--- src/rtl/conv_tile_scheduler.sv ---
// conv_tile_scheduler: weight / input-feature fetch sequencer for the systolic
// conv array. The loader fills spare weight banks ahead of the compute engine.
// The compute engine switches the array onto a loaded bank and then streams one
// IF tile through it. Strobes are combinational from registered state and stall.
module conv_tile_scheduler #(
    parameter int W_ROWS  = 8,
    parameter int IF_ROWS = 16,
    parameter int N_WBUF  = 2,
    parameter int NT_W    = 8,
    localparam int WA_W   = (W_ROWS  > 1) ? $clog2(W_ROWS)  : 1,
    localparam int IA_W   = (IF_ROWS > 1) ? $clog2(IF_ROWS) : 1,
    localparam int BK_W   = (N_WBUF  > 1) ? $clog2(N_WBUF)  : 1
) (
    input  logic            clk,
    input  logic            rst,
    input  logic            start,
    input  logic [NT_W-1:0] num_tiles,
    input  logic            stall,
    output logic            w_read,
    output logic [WA_W-1:0] w_addr,
    output logic [BK_W-1:0] w_bank,
    output logic            if_read,
    output logic [IA_W-1:0] if_addr,
    output logic            switch,
    output logic [BK_W-1:0] active_bank,
    output logic [NT_W-1:0] tile_idx,
    output logic            ready,
    output logic            busy,
    output logic            done
);
    localparam logic [WA_W-1:0] W_LAST  = WA_W'(W_ROWS - 1);
    localparam logic [IA_W-1:0] IF_LAST = IA_W'(IF_ROWS - 1);
    localparam logic [BK_W-1:0] BK_LAST = BK_W'(N_WBUF - 1);
    localparam logic [NT_W-1:0] NB_N    = NT_W'(N_WBUF);
    localparam logic [NT_W-1:0] ONE_N   = NT_W'(1);

    typedef enum logic [1:0] {S_IDLE, S_RUN, S_DONE} top_t;
    typedef enum logic       {C_IDLE, C_RUN}         cmp_t;

    top_t            state, state_nxt;
    cmp_t            cst, cst_nxt;
    logic [NT_W-1:0] nt_q, ld_cnt, cmp_cnt;
    logic [BK_W-1:0] ab_q, cmp_bank;
    logic [NT_W-1:0] in_flight;

    // Tiles loaded but not yet computed: how many banks are currently occupied.
    assign in_flight = ld_cnt - cmp_cnt;
    assign cmp_bank  = BK_W'(cmp_cnt % NB_N);

    // Top FSM and compute engine: next state plus the read/switch strobes.
    always_comb begin
        state_nxt = state;
        cst_nxt   = cst;
        w_read    = 1'b0;
        if_read   = 1'b0;
        switch    = 1'b0;
        case (state)
            S_IDLE: if (start) state_nxt = (num_tiles == '0) ? S_DONE : S_RUN;
            S_DONE: state_nxt = S_IDLE;
            default: begin
                if (!stall) begin
                    w_read = (ld_cnt < nt_q) && (in_flight < NB_N);
                    if (cst == C_IDLE) begin
                        if (ld_cnt > cmp_cnt) begin
                            switch  = 1'b1;
                            cst_nxt = C_RUN;
                        end
                    end else begin
                        if_read = 1'b1;
                        if (if_addr == IF_LAST) begin
                            cst_nxt = C_IDLE;
                            if (cmp_cnt + ONE_N == nt_q) state_nxt = S_DONE;
                        end
                    end
                end
            end
        endcase
    end

    // State registers for both FSMs.
    always_ff @(posedge clk) begin
        if (rst) begin
            state <= S_IDLE;
            cst   <= C_IDLE;
        end else begin
            state <= state_nxt;
            cst   <= cst_nxt;
        end
    end

    // Counters, addresses and banks; a new layer starts from a clean slate.
    always_ff @(posedge clk) begin
        if (rst || (state == S_IDLE && start)) begin
            nt_q    <= rst ? '0 : num_tiles;
            ld_cnt  <= '0;
            cmp_cnt <= '0;
            w_addr  <= '0;
            w_bank  <= '0;
            if_addr <= '0;
            ab_q    <= '0;
        end else begin
            if (w_read) begin
                if (w_addr == W_LAST) begin
                    w_addr <= '0;
                    ld_cnt <= ld_cnt + ONE_N;
                    w_bank <= (w_bank == BK_LAST) ? '0 : w_bank + BK_W'(1);
                end else begin
                    w_addr <= w_addr + WA_W'(1);
                end
            end
            if (switch) ab_q <= cmp_bank;
            if (if_read) begin
                if (if_addr == IF_LAST) begin
                    if_addr <= '0;
                    cmp_cnt <= cmp_cnt + ONE_N;
                end else begin
                    if_addr <= if_addr + IA_W'(1);
                end
            end
        end
    end

    // The switch cycle already presents the bank being switched in.
    assign active_bank = switch ? cmp_bank : ab_q;
    assign tile_idx    = cmp_cnt;
    assign ready       = (state == S_IDLE);
    assign busy        = ~ready;
    assign done        = (state == S_DONE);
endmodule

--- config.mk ---
export PLATFORM = sky130hd
export DESIGN_NAME = conv_tile_scheduler
export DESIGN_NICKNAME = d
export VERILOG_FILES = /design/src/rtl/conv_tile_scheduler.sv
export SDC_FILE = /design/constraint.sdc
export NUM_CORES = 1
export LEC_CHECK = 0
export CAP_MARGIN = 25
export CORE_AREA = 2 2 87 89
export CTS_CLUSTER_DIAMETER = 200
export DETAILED_ROUTE_END_ITERATION = 8
export DIE_AREA = 0 0 89 91
export RECOVER_POWER = 50
export SETUP_SLACK_MARGIN = 0.2
export SYNTH_ARGS = -nofsm -noshare
export SYNTH_HDL_FRONTEND = slang
export SYNTH_SLANG_ARGS = --single-unit
--- constraint.sdc ---
create_clock -name clk -period 2.93 [get_ports clk]
set_input_delay 0.586 -clock clk [delete_from_list [all_inputs] [get_ports clk]]
set_output_delay 0.586 -clock clk [all_outputs]
set_load 0.02 [all_outputs]
* After elaboration in Yosys (flattened, before gate mapping)
Index checks and enable logic that the tools add are counted.
Storage, ports and cells: register bits after elaboration 36, latch bits 0, memory bits (writable) 0, bits in read-only memories 0, input port bits 12, output and inout port bits 23, logic and storage cells 62, memories 0
Operators by class: add/subtract/negate cells 6, multipliers 0, div/mod/pow operators 0, $lt $le $gt $ge 3, equal/unequal tests 6, shift operators 0, muxes and demuxes 22, bitwise operators 3, reductions and logical operators 13
Operator list (count):
- $add 8x1->8 const B | 2
- $mux 1 | 13
- $mux 2 | 6
- $reduce_bool 3->1 | 3
- $eq 8x8->1 | 1
- $gt 8x8->1 | 1
- $logic_not 8->1 | 1
- $lt 8x2->1 const B | 1
- $lt 8x8->1 | 1
- $sub 8x8->8 | 1
- $reduce_and 2->1 | 3
- $reduce_and 5->1 | 1
- $add 4x1->4 const B | 1
- $eq 4x4->1 const B | 1
- $mux 4 | 1
- $pmux 2 s2 | 1
- $add 3x1->3 const B | 1
- $eq 3x3->1 const B | 1
- $mux 3 | 1
- $ne 3x1->1 const B | 1
- $not 1->1 | 3
- $eq 2x2->1 const B | 1
- $logic_and 1x1->1 | 2
- $logic_not 2->1 | 1
- 4 further kinds | 4

* Longest topological paths before layout
Gate-level depths: netlist of the first run.
depth in word-level cells 7, depth in mapped cells 11, depth with buffers taken out 11

* Worst setup path before layout of the first run
OpenSTA, ideal clock, no wires.
path kind reg-to-output, start register cmp_cnt[2] (netlist: tile_idx[2]), end output active_bank, arrival time 2.463 ns, data required time 2.344 ns, slack -0.119 ns, stages on the path, launching flop included 9, path buffers 0, path through dfxtp_1 > inv_1 > ha_1 > a21o_1 > a21oi_1 > o21ai_0 > o21ai_0 > a21oi_1 > mux2_2
On the way: cells in the longest elaborated chain, start to end 6
RTL lines:
- start, declared | line 42 | logic [NT_W-1:0] nt_q, ld_cnt, cmp_cnt;
- start signal, assigned | line 115 | cmp_cnt <= cmp_cnt + ONE_N;
- $gt 8x8->1 | line 64 | if (ld_cnt > cmp_cnt) begin
- $mux 1 | line 64
- $mux 1 | line 63 | if (cst == C_IDLE) begin
- $mux 1 | line 61 | if (!stall) begin
- $mux 1 | line 57 | case (state)
- net switch | line 24 | output logic switch,
- $mux 1
- end, declared | line 25 | output logic [BK_W-1:0] active_bank,
The timed path passes the listed nets, and every way through them passes these cells.

* Worst setup path after layout of the first run
start register ld_cnt[0], end output active_bank
On the way: cells in the longest elaborated chain, start to end 6
RTL lines:
- start, declared | line 42
- start signal, assigned | line 105 | ld_cnt <= ld_cnt + ONE_N;
- $gt 8x8->1 | line 64
- $mux 1 | line 64
- $mux 1 | line 63
- $mux 1 | line 61
- $mux 1 | line 57
- $mux 1
Every way passes these cells.

==> load_flow_metrics.sql, run 1 <==
INSERT INTO impl_metrics (metric_group, metric, value, unit) VALUES
('critical_path', 'timing.critical_path.to_type', 'output pin', ''),
('floorplanning', 'initial_utilization', '0.339', ''),
('sta', 'grt_setup_unrepaired', 'yes', ''),
('clocking', 'cts_num_sinks', '36', ''),
('pwr', 'max-vdd-ir-drop', '0.000220', 'V'),
('critical_path', 'worst-path-buf-inv', '5', ''),
('finish', 'diode_insertion_count_for_antenna_repair', '0', ''),
('pwr', 'cellPowerDensity', '269', 'nW/µm²'),
('clocking', 'post_cts_hold_buffer_count', '0', ''),
('sta', 'final_hold_viols', '0', ''),
('clocking', 'max-clock-path-buffers', '2', ''),
('route', 'drt_wl_total', '6930', 'µm'),
('sta', 'period_share', '1.08', ''),
('flow_run', 'maxCapViolCount', '0', ''),
('floorplanning', 'i_o_pins', '35', ''),
('floorplanning', 'die_width', '89', 'µm'),
('sta', 'fmax', '317', 'MHz'),
('floorplanning', 'fp-row-count', '31', ''),
('critical_path', 'required_time_worst_endpoint', '2.34', 'ns'),
('global_route', 'antenna_found_initial', '0', ''),
('clocking', 'cts_inserted_buffers', '5', ''),
('route', 'vias', '2397', ''),
('sta', 'clock-skew-final', '0.00797', 'ns'),
('critical_path', 'timing.critical_path.arrival', '2.57', 'ns'),
('synth', 'synth-xor-area-share', '0.0796', ''),
('placed_design', 'io_buffer_count', '34', ''),
('floorplanning', 'die_height', '91', 'µm'),
('status', 'failed_checks', 'negative setup slack', ''),
('finish', 'fillCellCount', '673', ''),
('critical_path', 'critical_path_class', 'reg -> out', ''),
('route', 'drt_iter0_markers', '134', ''),
('sta', 'final.setup.worst_slack', '-0.227', 'ns'),
('pwr', 'power_report.internal_total', '741', 'µW'),
('global_route', 'groute.usage.overall', '0.180', ''),
('synth', 'post_synth_inst_count', '280', ''),
('placed_design', 'placed_wire_length_estimate_after_detailed_placement', '5270', 'µm'),
('synth', 'postSynthNetCount', '314', ''),
('pwr', 'power.clock.fraction', '0.343', ''),
('floorplanning', 'die_area', '8100', 'µm²'),
('finish', 'final_cell_area', '3660', 'µm²'),
('synth', 'yosys_warnings', '0', ''),
('finish', 'post_route_cells_drive_above_1_share', '0.303', ''),
('pwr', 'combinationalPowerShare', '0.125', ''),
('status', 'run_status', 'complete, but fails checks', ''),
('pwr', 'static-leakage-power', '1.50', 'nW'),
('global_route', 'overflow', '0', ''),
('pwr', 'sequentialPowerShare', '0.532', ''),
('critical_path', 'critical_path.max_fanout', '2', ''),
('min_path', 'hold_class', 'reg -> reg', ''),
('critical_path', 'crit_slowest_cell', 'sky130_fd_sc_hd__fa_2', ''),
('sta', 'slew_headroom', '0.342', ''),
('floorplanning', 'coreArea', '7140', 'µm²'),
('synth', 'synth_compound_gate_area_share', '0.120', ''),
('synth', 'yosys.area_share.adder', '0.117', ''),
('pwr', 'switching_power', '243', 'µW'),
('pwr', 'power.share.switching', '0.247', ''),
('route', 'via_per_inst', '4.97', ''),
('min_path', 'hold_path_startpoint', 'w_bank', ''),
('synth', 'yosysUniqueCellTypes', '50', ''),
('sta', 'setup-violations-final', '4', ''),
('clocking', 'clock_tree.htree_level_count', '2', ''),
('route', 'wl_per_cell', '14.4', 'µm'),
('synth', 'synth-simple-area-share', '0.255', ''),
('route', 'detail_route.drc_violations', '0', ''),
('finish', 'final_cell_mix', 'sky130_fd_sc_hd__buf_4, sky130_fd_sc_hd__nand2_1, sky130_fd_sc_hd__dfxtp_1', ''),
('min_path', 'hold_path_end', 'w_bank', ''),
('synth', 'postSynth.asyncResetShare', '0', ''),
('sta', 'slew_viol_final', '0', ''),
('global_route', 'grt_pass1_wl', '11300', 'µm'),
('synth', 'ys.flop_type', 'sky130_fd_sc_hd__dfxtp_1', ''),
('route', 'final_antenna_net_count', '0', '');
[worst reg2reg max path, delay by kind of cell (launching register included)]
family,cells,cell delay [ns]
AND/OR/NAND/NOR,2,0.58
multiplexers,1,0.18
flip-flops,1,0.33
AO/OA/AOI/OAI,4,0.71
buffers and inverters,7,0.68
adder cells (fa/ha/maj),2,0.48
[power by group through the flow]
stage	combinational, mW	clock [mW]	sequential (mW)
finish	0.123	0.337	0.523
global route	0.136	0.370	0.524
CTS	0.121	0.347	0.523
detailed placement	0.113	0	0.534
global placement	0.112	0	0.534
floorplan	0.0625	0	0.534
[kinds of logic (layout without fill, tap and decap cells)]
| family | after synthesis | count (layout) |
|---|---|---|
| adders and majority gates | 22 | 22 |
| and+or+nand+nor | 117 | 117 |
| buffers and inverters | 29 | 132 |
| AOI/OAI and AO/OA | 43 | 43 |
| muxes | 11 | 11 |
| DFF | 36 | 36 |
| xor gates and xnor gates | 22 | 22 |
[layer usage]
| layer | GRT usage | wire length [µm] | up-vias |
|---|---|---|---|
| met4 | 0.0672 | 174 | 0 |
| met1 | 0.239 | 3050 | 1141 |
| met5 | 0 | 0 | - |
| met3 | 0.0264 | 231 | 11 |
| met2 | 0.292 | 3470 | 42 |
| li1 | - | - | 1203 |
[Yosys cell counts, drive strengths merged, types with 5 or more instances]
cell type	instances	area, µm²
a21oi	11	55.1
dfxtp	28	561
edfxtp	8	240
ha	21	263
inv	23	86.3
mux2i	10	100
nand2	29	109
nand2b	6	37.5
nand3	8	40.0
nand4	8	50.1
nor2	20	75.1
nor2b	9	56.3
nor3	8	40.0
nor4	5	31.3
o21ai	8	40.0
or3	5	31.3
or4	5	37.5
xnor2	15	131
xor2	7	61.3
[registers in the layout, indices dropped and copies added, names as in the netlist]
| name | flops |
|---|---|
| cst | 1 |
| tile_idx | 8 |
| state | 2 |
| w_addr | 3 |
| ld_cnt | 8 |
| if_addr | 4 |
| w_bank | 1 |
| nt_q | 8 |
| ab_q | 1 |
[repair_timing]
item,4_1_cts,5_1_grt
pin swaps,17,10
endpoints found under the hold margin,0,0
gates resized for setup,29,17
buffers inserted,8,2
endpoints found under the setup margin,7,15
[how the worst max path moves through the flow]
stage / startpoint / to / cells past startpoint
after floorplan: tile_idx[1] / w_read / 9
after detailed placement: stall / w_read / 9
after CTS: ld_cnt[0] / w_read / 13
after global routing: ld_cnt[0] / active_bank / 13
final: ld_cnt[0] / active_bank / 13
after global placement: stall / w_read / 9
[final cells by class]
type | instances | area, µm² | share of cell area
inverter | 23 | 86.3 | 0.0236
clock inverter | 1 | 3.75 | 0.00103
sequential | 36 | 823 | 0.225
multi-input combinational | 215 | 1690 | 0.461
timing repair buffer | 101 | 858 | 0.234
clock buffer | 7 | 76.3 | 0.0208
tap | 99 | 124 | 0.0338
[metrics by stage]
stage | worst slack [ns] | TNS, ns | utilization | total power [mW] | std cells
6_report | -0.227 | -0.573 | 0.513 | 0.984 | 482
5_1_grt | -0.330 | -0.944 | 0.513 | 1.03 | 482
4_1_cts | -0.217 | -0.555 | 0.500 | 0.990 | 480
3_5_place_dp | -0.477 | -0.842 | 0.474 | 0.648 | 464
3_3_place_gp | -0.470 | -0.838 | 0.474 | 0.645 | 464
2_1_floorplan | 0.202 | 0 | - | 0.596 | 280
Note: power is estimated with default switching activity, not from simulation.
==> run 2: changes to the inputs <==
--- a/config.mk
+++ b/config.mk
@@ -11,6 +11,7 @@
 export DETAILED_ROUTE_END_ITERATION = 8
 export DIE_AREA = 0 0 89 91
 export RECOVER_POWER = 50
+export REMOVE_ABC_BUFFERS = 1
 export SETUP_SLACK_MARGIN = 0.2
 export SYNTH_ARGS = -nofsm -noshare
 export SYNTH_HDL_FRONTEND = slang
==> run 2 against run 1 <==
The run still ends with negative setup slack left. Cell count fell by 0.62%. Final area fell by 3.1%. Clock skew barely moved. Via count fell by 1.8%. Die area did not move. Sequential share of layout area rose by 0.16 points. Combinational power rose by 3%.
==> load_flow_metrics.sql, run 2 (synthesis gave the netlist of run 1 again) <==
INSERT INTO impl_metrics (metric_group, metric, value, unit) VALUES
('critical_path', 'crit_path_cell_trace', 'inv_2, ha_4, inv_2, fa_2, a21o_1, a21oi_1, buf_4, mux2i_1, a22o_2, nand3b_1, or2_4, inv_2, buf_6', ''),
('sta', 'fin_tns_setup', '-0.307', 'ns'),
('flow_run', 'maxCapViolCount', '0', ''),
('route', 'drt_wl_total', '6630', 'µm'),
('pwr', 'cellPowerDensity', '287', 'nW/µm²'),
('finish', 'layout.cells.most_common', 'sky130_fd_sc_hd__buf_4', ''),
('floorplanning', 'initial_utilization', '0.339', ''),
('critical_path', 'crit_slowest_cell', 'sky130_fd_sc_hd__fa_2', ''),
('floorplanning', 'die_height', '91', 'µm'),
('sta', 'finalWorstPathRequiredPeriod', '3.09', 'ns'),
('global_route', 'grt_pass1_wl', '10900', 'µm'),
('floorplanning', 'die_area', '8100', 'µm²'),
('global_route', 'antenna_found_initial', '0', ''),
('pwr', 'power_total', '1.02', 'mW'),
('sta', 'worstMarginPinSlew', '0.511', 'ns'),
('pwr', 'max-vdd-ir-drop', '0.000252', 'V'),
('sta', 'fmax', '323', 'MHz'),
('clocking', 'cts_tree', 'done', ''),
('placed_design', 'gp_congestion', '0.837', ''),
('clocking', 'cts_root_buffer', 'sky130_fd_sc_hd__clkbuf_8', ''),
('pwr', 'static-leakage-power', '1.45', 'nW'),
('critical_path', 'required_time_worst_endpoint', '2.34', 'ns'),
('critical_path', 'timing.critical_path.mode_cell', 'sky130_fd_sc_hd__inv_2', ''),
('finish', 'final_util', '0.497', ''),
('sta', 'final_hold_viols', '0', ''),
('floorplanning', 'coreArea', '7140', 'µm²'),
('global_route', 'groute.usage.overall', '0.173', ''),
('global_route', 'first_global_vias', '2259', ''),
('finish', 'diode_insertion_count_for_antenna_repair', '0', ''),
('clocking', 'max-clock-path-buffers', '2', ''),
('placed_design', 'post_dp_cell_area', '3270', 'µm²'),
('global_route', 'largest_net_degree_at_the_start_of_global_routing', '21', ''),
('clocking', 'clock_tree.htree_level_count', '2', ''),
('finish', 'area_growth_syn_to_layout', '46.6', '%'),
('floorplanning', 'die_width', '89', 'µm'),
('critical_path', 'cp_top_family', 'compound AO/OA/AOI/OAI gates', ''),
('route', 'final_antenna_net_count', '0', ''),
('sta', 'setup-violations-final', '3', ''),
('status', 'run_status', 'complete, but fails checks', ''),
('placed_design', 'placed_wire_length_estimate_after_detailed_placement', '5070', 'µm'),
('critical_path', 'worst-path-buf-inv', '5', ''),
('finish', 'final_cell_mix', 'sky130_fd_sc_hd__buf_4, sky130_fd_sc_hd__nand2_1, sky130_fd_sc_hd__dfxtp_1', ''),
('critical_path', 'critical_path.max_fanout', '3', ''),
('floorplanning', 'fp-row-count', '31', ''),
('critical_path', 'timing.critical_path.slowest_cell_delay', '0.34', 'ns'),
('route', 'drt_first_pass_iters', '4', ''),
('clocking', 'cts_num_sinks', '36', ''),
('sta', 'grt_setup_unrepaired', 'yes', ''),
('clocking', 'worstSkewPairLatency', '0.30', 'ns'),
('floorplanning', 'i_o_pins', '35', ''),
('clocking', 'cts_inserted_buffers', '5', ''),
('sta', 'period_share', '1.06', ''),
('critical_path', 'start_kind', 'flip-flop', ''),
('critical_path', 'timing.critical_path.to_type', 'output pin', ''),
('finish', 'finalNetCount', '413', ''),
('global_route', 'overflow', '0', ''),
('critical_path', 'critical_path_class', 'reg -> out', ''),
('route', 'vias', '2354', ''),
('clocking', 'clk_pin_slew_worst_paths', '0.08', 'ns'),
('sta', 'slew_viol_final', '0', ''),
('route', 'drt_iter0_markers', '107', ''),
('sta', 'slew_headroom', '0.656', ''),
('sta', 'worst_hold_slack', '0.467', 'ns'),
('route', 'wl_per_cell', '13.8', 'µm'),
('finish', 'post_route_cells_drive_above_1_share', '0.274', ''),
('status', 'failed_checks', 'negative setup slack', ''),
('finish', 'sequential_cell_area', '803', 'µm²'),
('placed_design', 'io_buffer_count', '34', ''),
('route', 'detail_route.drc_violations', '0', ''),
('sta', 'final.setup.worst_slack', '-0.161', 'ns'),
('route', 'via_per_inst', '4.91', ''),
('min_path', 'hold_class', 'reg -> reg', ''),
('finish', 'multi_input_area', '1630', 'µm²'),
('sta', 'clock-skew-final', '0.00804', 'ns'),
('finish', 'final_cell_area', '3550', 'µm²'),
('finish', 'fillCellCount', '714', ''),
('critical_path', 'timing.critical_path.arrival', '2.51', 'ns');
## run 2: worst reg2reg max path: cells and delay by family, from the launching register on
kind	cells	cell delay [ns]
fa+ha+maj	2	0.46
simple gates	2	0.57
mux	1	0.19
compound gates	4	0.61
buf+inv	7	0.72
flops	1	0.33
## run 2: metrics by stage
step,setup slack (ns),instances
floorplan,-0.241,274
global placement,-0.475,463
detailed placement,-0.519,463
CTS,-0.192,477
global route,-0.322,479
finish,-0.161,479
## run 2: cell type report
| type | instances | share of cell area |
|---|---|---|
| Multi-Input combinational cell | 215 | 0.458 |
| Timing Repair Buffer | 98 | 0.232 |
| Sequential cell | 36 | 0.226 |
| Tap cell | 99 | 0.0349 |
| Inverter | 23 | 0.0243 |
| Clock buffer | 5 | 0.0194 |
| Clock inverter | 3 | 0.00494 |
## run 2: worst paths after layout
path | from | endpoint | slack (ns) | cells after the start
max | ld_cnt[0] | w_read | -0.16 | 13
min | w_bank | w_bank | 0.47 | 2
max reg2reg | ld_cnt[0] | ld_cnt[2] | -0.03 | 16
min reg2reg | w_bank | w_bank | 0.47 | 2
## run 2: timing repair
item / 4_1_cts / 5_1_grt
buffers inserted: 6 / 2
hold buffers: 0 / 0
cloned: 0 / 0
endpoints found under the setup margin: 12 / 15
pin swaps: 15 / 7
resized for setup: 41 / 11
## run 2: routing by layer
layer  wire, µm  part of all wire  track usage
met1       3130              0.47        0.233
met2       3270              0.49        0.283
met3        153             0.023       0.0255
met4         80             0.012       0.0510
met5          0                 0            0
## run 2: report_power, final
part | internal, mW | switching [mW]
registers | 0.519 | 0.00865
logic | 0.0627 | 0.0642
clock network | 0.166 | 0.195
total | 0.748 | 0.268
